## config.mk

```make
export PLATFORM = sky130hd
export DESIGN_NAME = seven_seg_scan_ctrl
export DESIGN_NICKNAME = d
export VERILOG_FILES = /design/src/rtl/seven_seg_scan_ctrl.sv
export SDC_FILE = /design/constraint.sdc
export NUM_CORES = 1
export LEC_CHECK = 0
export CORE_ASPECT_RATIO = 1.1
export CORE_UTILIZATION = 40
export CTS_CLUSTER_DIAMETER = 150
export CTS_CLUSTER_SIZE = 10
export DETAILED_ROUTE_END_ITERATION = 7
export PLACE_DENSITY = 0.64
export SYNTH_ARGS = -nofsm -noshare
export SYNTH_HDL_FRONTEND = slang
export SYNTH_SLANG_ARGS = --single-unit
```

## constraint.sdc

```tcl
create_clock -name clk -period 2.3 [get_ports clk]
set_clock_uncertainty 0.1 [all_clocks]
set_input_delay 0.46 -clock clk [delete_from_list [all_inputs] [get_ports clk]]
set_output_delay 0.46 -clock clk [all_outputs]
set_load 0.02 [all_outputs]
```

## src/rtl/seven_seg_scan_ctrl.sv

```systemverilog
// seven_seg_scan_ctrl: multiplexed 7-seg scan with frame-boundary load handshake; define LEADING_ZERO_BLANK_EN to blank leading zeros.
module seven_seg_scan_ctrl #(
    parameter int DIGITS      = 4,
    parameter int SCAN_DIV    = 50000,
    parameter int DEAD_CYCLES = 2
) (
    input  logic                  clk,
    input  logic                  rst_n,
    input  logic [4*DIGITS-1:0]   value,
    input  logic [DIGITS-1:0]     dot_mask,
    input  logic                  load,
    output logic                  load_ack,
    output logic [3:0]            bcd,
    output logic                  dp,
    output logic                  blank,
    output logic [DIGITS-1:0]     digit_sel,
    output logic                  frame_start
);
    localparam int PW = $clog2(SCAN_DIV);
    localparam int IW = $clog2(DIGITS);

    logic [PW-1:0]         pre;
    logic [IW-1:0]         idx;
    logic [4*DIGITS-1:0]   shadow_val;
    logic [DIGITS-1:0]     shadow_dot;
    logic [3:0]            nib [DIGITS];
    logic                  tick, last, frame_edge;

    assign tick       = pre == PW'(SCAN_DIV - 1);
    assign last       = idx == IW'(DIGITS - 1);
    assign frame_edge = tick && last;

    always_ff @(posedge clk or negedge rst_n) begin
        if (!rst_n) begin
            pre        <= '0;
            idx        <= '0;
            shadow_val <= '0;
            shadow_dot <= '0;
            load_ack   <= 1'b0;
        end else begin
            pre      <= tick ? '0 : pre + 1'b1;
            idx      <= tick ? (last ? '0 : idx + 1'b1) : idx;
            load_ack <= frame_edge && load;
            if (frame_edge && load) begin
                shadow_val <= value;
                shadow_dot <= dot_mask;
            end
        end
    end

    for (genvar g = 0; g < DIGITS; g++) begin : g_nib
        assign nib[g] = shadow_val[4*g +: 4];
    end

`ifdef LEADING_ZERO_BLANK_EN
    // hi_zero[g]: every nibble from g up to the leftmost digit is zero
    logic [DIGITS-1:0] hi_zero;
    for (genvar g = 0; g < DIGITS; g++) begin : g_hz
        assign hi_zero[g] = ~|shadow_val[4*DIGITS-1:4*g];
    end
    assign blank = (idx != '0) && hi_zero[idx];
`else
    assign blank = 1'b0;
`endif

    assign bcd         = nib[idx];
    assign dp          = shadow_dot[idx] & ~blank;
    assign frame_start = (idx == '0) && (pre == '0);

    always_comb begin
        digit_sel = '1;
        if (pre >= PW'(DEAD_CYCLES) && !blank) digit_sel[idx] = 1'b0;
    end
endmodule

```

* Word-level counts from Yosys, hierarchy flattened
Index checks and enable logic that the tools add are counted.
** Word-level totals
- Register bits after elaboration :: 39
- Bits of input ports :: 23
- Output and inout port bits :: 12
- Word-level logic and storage cells :: 31
** Cells by class
- Add/subtract/negate cells :: 2
- Magnitude comparators :: 4
- Eq/ne operators :: 2
- Muxes and demuxes :: 10
- Bitwise operators :: 2
- Reductions and logical operators :: 6
** Operators with widths (count)
- $add A16 B1 Y16 const B :: 1
- $eq A16 B16 Y1 const B :: 1
- $ge A16 B2 Y1 const B :: 1
- $logic_not A16 Y1 :: 1
- $mux W16 :: 1
- $mux W4 :: 3
- $bmux W4 S2 :: 1
- $logic_and A1 B1 Y1 :: 4
- $not A4 Y4 :: 1
- $ge A3 B3 Y1 const B :: 1
- $lt A2 B3 Y1 const B :: 1
- $not A2 Y3 :: 1
- $add A2 B1 Y2 const B :: 1
- $bmux W1 S2 :: 1
- $demux W1 S2 :: 1
- $eq A2 B2 Y1 const B :: 1
- $ge A2 B1 Y1 const B :: 1
- $logic_not A2 Y1 :: 1
- $mux W1 :: 2
- $mux W2 :: 1

* Depth between registers and ports, before layout
- Word-level depth :: 6
- Mapped depth :: 6
- Gate-level depth less buffers :: 5

* Least setup slack after synthesis
OpenSTA, ideal clock, no wires.
- Path kind :: register -> output
- Start :: reg pre[4]
- End :: out digit_sel[0]
- Arrival :: 1.548 ns
- Required time :: 1.740 ns
- Path slack :: 0.192 ns
- Stages on the path, launching flop included :: 6
- Cells stage by stage :: dfrtp_1 buf_6 nor4_4 nand2_1 or4_1 nand2_1
** On the way
- Word-level cells in the longest chain between the ends :: 2
** Ends and longest elaborated chain
- start: declaration :: RTL line 22 : logic [PW-1:0] pre;
- start signal: assignment :: RTL line 41 : pre <= tick ? '0 : pre + 1'b1;
- $ge A16 B2 Y1 :: RTL line 72 : if (pre >= PW'(DEAD_CYCLES) && !blank) digit_sel[idx] = 1'b0;
- $mux W4 :: RTL line 72
- end: declaration :: RTL line 16 : output logic [DIGITS-1:0] digit_sel,
No other way between the ends.

* Worst setup path after layout
- Start :: reg pre[4]
- End :: out digit_sel[2]
The elaborated chain is that of the path after synthesis.

==> insert_results.sql <==
INSERT INTO impl_metrics (metric_group, metric, value, unit) VALUES
('logic_synthesis', 'synthAdderAreaFrac', '4.32', '%'),
('cells_and_area', 'antennaDiodeCount', '0', ''),
('routing', 'detail_route.wirelength', '4160', 'um'),
('routing', 'post_drt_wl_per_cell', '15.0', 'um'),
('setup_path', 'cp-startpoint', 'pre[4]', ''),
('routing', 'dr.first_iter.drc_count', '54', ''),
('global_route', 'grt_start_max_net_pins', '40', ''),
('clocking', 'cts.clk_slew.worst_paths', '70', 'ps'),
('floorplan', 'area_of_the_die', '0.00536', 'mm2'),
('job', 'cap_violations', '0', ''),
('pwr', 'power.static_leakage', '1.31', 'nW'),
('logic_synthesis', 'synth_area_per_cell', '13.1', 'um2'),
('cells_and_area', 'final_core_utilization', '58.2', '%'),
('min_path', 'hold_path_end', 'shadow_val[0]', ''),
('setup_path', 'timing.critical_path.fanout_max', '4', ''),
('clocking', 'cts.htree.levels', '2', ''),
('routing', 'routed-via-count', '1435', ''),
('clocking', 'cts_root_buf', 'sky130_fd_sc_hd__clkbuf_8', ''),
('floorplan', 'height_of_the_die', '76.7', 'um'),
('setup_path', 'reg2reg_depth', '8', ''),
('setup_path', 'worstReg2RegEnd', 'shadow_dot[2]', ''),
('setup_path', 'buffers_and_inverters_on_the_worst_path', '1', ''),
('global_route', 'globalRouteTotalUtil', '17.2', '%'),
('setup_path', 'timing.critical_path.cells', 'nor4_4, nand2_1, or4_4, nand2_1, buf_4', ''),
('logic_synthesis', 'mappedNetlistArea', '0.00203', 'mm2'),
('routing', 'drc', '0', ''),
('outcome', 'status', 'finished with violations', ''),
('pwr', 'fin_total_pwr', '1.41', 'mW'),
('logic_synthesis', 'yosysWarnings', '0', ''),
('placement', 'gpl.final_weighted_congestion', '1.02', ''),
('setup_path', 'critical_path_s_top_delay_family', 'simple AND/OR/NAND/NOR gates', ''),
('clocking', 'clock_network_latency_to_the_later_pin_of_the_worst_skew_pair', '290', 'ps'),
('routing', 'drtAntennaViolNets', '0', ''),
('timing', 'fmax', '419', 'MHz'),
('min_path', 'hp-class', 'flip-flop to flip-flop', ''),
('timing', 'finalSetupViolCount', '4', ''),
('logic_synthesis', 'synthesized_area_fraction_occupied_by_and_or_nand_nor_cells', '15.2', '%'),
('pwr', 'power-per-cell-area', '510', 'mW/mm2'),
('global_route', 'antenna_found_initial', '0', ''),
('floorplan', 'floorplan.die.width', '69.9', 'um'),
('timing', 'final.setup.worst_slack', '-85.6', 'ps'),
('logic_synthesis', 'flip_flop_and_latch_count_after_synthesis', '39', ''),
('setup_path', 'critPathMostFrequentCell', 'sky130_fd_sc_hd__nand2_1', ''),
('outcome', 'failed_checks', 'negative setup slack', ''),
('clocking', 'ctsHoldBuffers', '0', ''),
('cells_and_area', 'area_growth', '36.1', '%'),
('cells_and_area', 'num-nets-final', '250', ''),
('setup_path', 'cp_slowest_stage_delay', '470', 'ps'),
('setup_path', 'r2r_setup_slack', '190', 'ps'),
('logic_synthesis', 'synth_edf_count', '0', ''),
('logic_synthesis', 'synth_flop_cell', 'sky130_fd_sc_hd__dfrtp_1', ''),
('min_path', 'hold-path-cell-count', '1', ''),
('cells_and_area', 'stdcell_count', '277', ''),
('clocking', 'clock_sink_count', '39', ''),
('global_route', 'wire_length_of_the_first_global_routing_pass', '7290', 'um'),
('floorplan', 'floorplan.core_area', '0.00475', 'mm2'),
('logic_synthesis', 'postSynth.asyncResetShare', '100', '%'),
('timing', 'final.min_clock_period', '2390', 'ps'),
('setup_path', 'worst_ep_arrival_time', '1830', 'ps'),
('setup_path', 'launch_instance_of_the_worst_register_to_register_path', 'pre[1]', ''),
('clocking', 'cts_buffers', '5', ''),
('logic_synthesis', 'netlist.area_leader.share', '48.1', '%'),
('logic_synthesis', 'synth_xor_area_share', '5.61', '%'),
('timing', 'hold_viol_final', '0', ''),
('clocking', 'cts-root-to-sink-buffers', '2', ''),
('logic_synthesis', 'synth_top_cells_by_area', 'sky130_fd_sc_hd__dfrtp_1 (48%), sky130_fd_sc_hd__mux2_4 (14%), sky130_fd_sc_hd__mux4_2 (5.5%)', ''),
('routing', 'detailed_route_vias_per_instance', '5.18', ''),
('floorplan', 'start_util', '42.7', '%'),
('timing', 'min_period_over_period', '104', '%'),
('floorplan', 'placement_rows', '26', ''),
('routing', 'drtPass1Iterations', '4', '');
power breakdown:
| part | switching [mW] | internal, mW |
|---|---|---|
| logic | 0.0205 | 0.0342 |
| registers | 0 | 0.685 |
| clock network | 0.235 | 0.434 |
area by class of cell:
cell class	instances	area [um2]
clock buffers	6	72.6
clock inverters	2	60.1
fillers	386	1990
inverters	4	15.0
multi-input cells	103	971
flip-flops and latches	39	977
well taps	56	70.1
repair buffers	67	597
state kept, by name (all words and copies together), names as in the netlist:
signal / cells
idx: 2
load_ack: 1
pre: 16
shadow_dot: 4
shadow_val: 16
worst register-to-register path, cell delays in order (launching register included):
cell                      delay (ps)
sky130_fd_sc_hd__dfrtp_1         350
sky130_fd_sc_hd__buf_4           110
sky130_fd_sc_hd__buf_4           120
sky130_fd_sc_hd__ha_1            220
sky130_fd_sc_hd__and4_1          260
sky130_fd_sc_hd__nand4_2         150
sky130_fd_sc_hd__nor2_4          190
sky130_fd_sc_hd__buf_12          180
sky130_fd_sc_hd__mux2_4          310
cells in the final DEF (no fill, tap or decap), types with 2 or more instances in the layout:
cell type / n
sky130_fd_sc_hd__nand3_1: 9
sky130_fd_sc_hd__mux2_2: 2
sky130_fd_sc_hd__buf_12: 2
sky130_fd_sc_hd__dlygate4sd2_1: 5
sky130_fd_sc_hd__mux2_4: 19
sky130_fd_sc_hd__xor2_1: 6
sky130_fd_sc_hd__ha_1: 7
sky130_fd_sc_hd__and3_1: 3
sky130_fd_sc_hd__nand2_1: 8
sky130_fd_sc_hd__nor2_1: 8
sky130_fd_sc_hd__and4_1: 3
sky130_fd_sc_hd__nor3_1: 5
sky130_fd_sc_hd__inv_1: 4
sky130_fd_sc_hd__nand2_2: 2
sky130_fd_sc_hd__mux4_2: 5
sky130_fd_sc_hd__buf_6: 2
sky130_fd_sc_hd__clkbuf_8: 5
sky130_fd_sc_hd__buf_4: 34
sky130_fd_sc_hd__bufinv_16: 2
sky130_fd_sc_hd__xnor2_1: 7
sky130_fd_sc_hd__dfrtp_1: 38
sky130_fd_sc_hd__clkdlybuf4s50_1: 23
sky130_fd_sc_hd__nand4_1: 6
through the flow:
stage,setup slack (ps),instance area [um2],hold WS [ps]
6_report,-85.6,2760,409
5_1_grt,-177,2760,424
4_1_cts,-109,2760,414
3_5_place_dp,-297,2610,394
3_3_place_gp,-249,2610,389
2_1_floorplan,192,2030,64.4
layer usage:
metal / track usage (%) / vias to the layer above / wire length, um
met5: 0 / - / 0
met1: 23.1 / 712 / 1940
met3: 4.73 / 5 / 202
met4: 6.60 / 0 / 42
li1: - / 677 / -
met2: 26.3 / 41 / 1980
cells by family (layout without fill, tap and decap cells):
kind of cell               count (synthesis)  after routing
AOI/OAI and AO/OA                          3              3
adders and majority gates                  7              7
xor gates and xnor gates                  13             13
other                                      1              1
DFF                                       39             39
buffers and inverters                     13             79
and+or+nand+nor                           53             53
muxes                                     26             26
worst max-delay path by stage:
stage / cells past startpoint / slack [ps] / endpoint
6_report: 5 / -90 / digit_sel[2]
5_1_grt: 5 / -180 / digit_sel[0]
4_1_cts: 5 / -110 / digit_sel[2]
3_5_place_dp: 5 / -300 / digit_sel[2]
3_3_place_gp: 5 / -250 / digit_sel[0]
2_1_floorplan: 5 / 190 / digit_sel[0]
repair_timing:
item | CTS | global route
resized for setup | 37 | 0
setup buffers | 2 | 1
pin swaps | 4 | 1
setup endpoints to repair | 10 | 5
No activity file was read; power rests on OpenSTA's default activity.
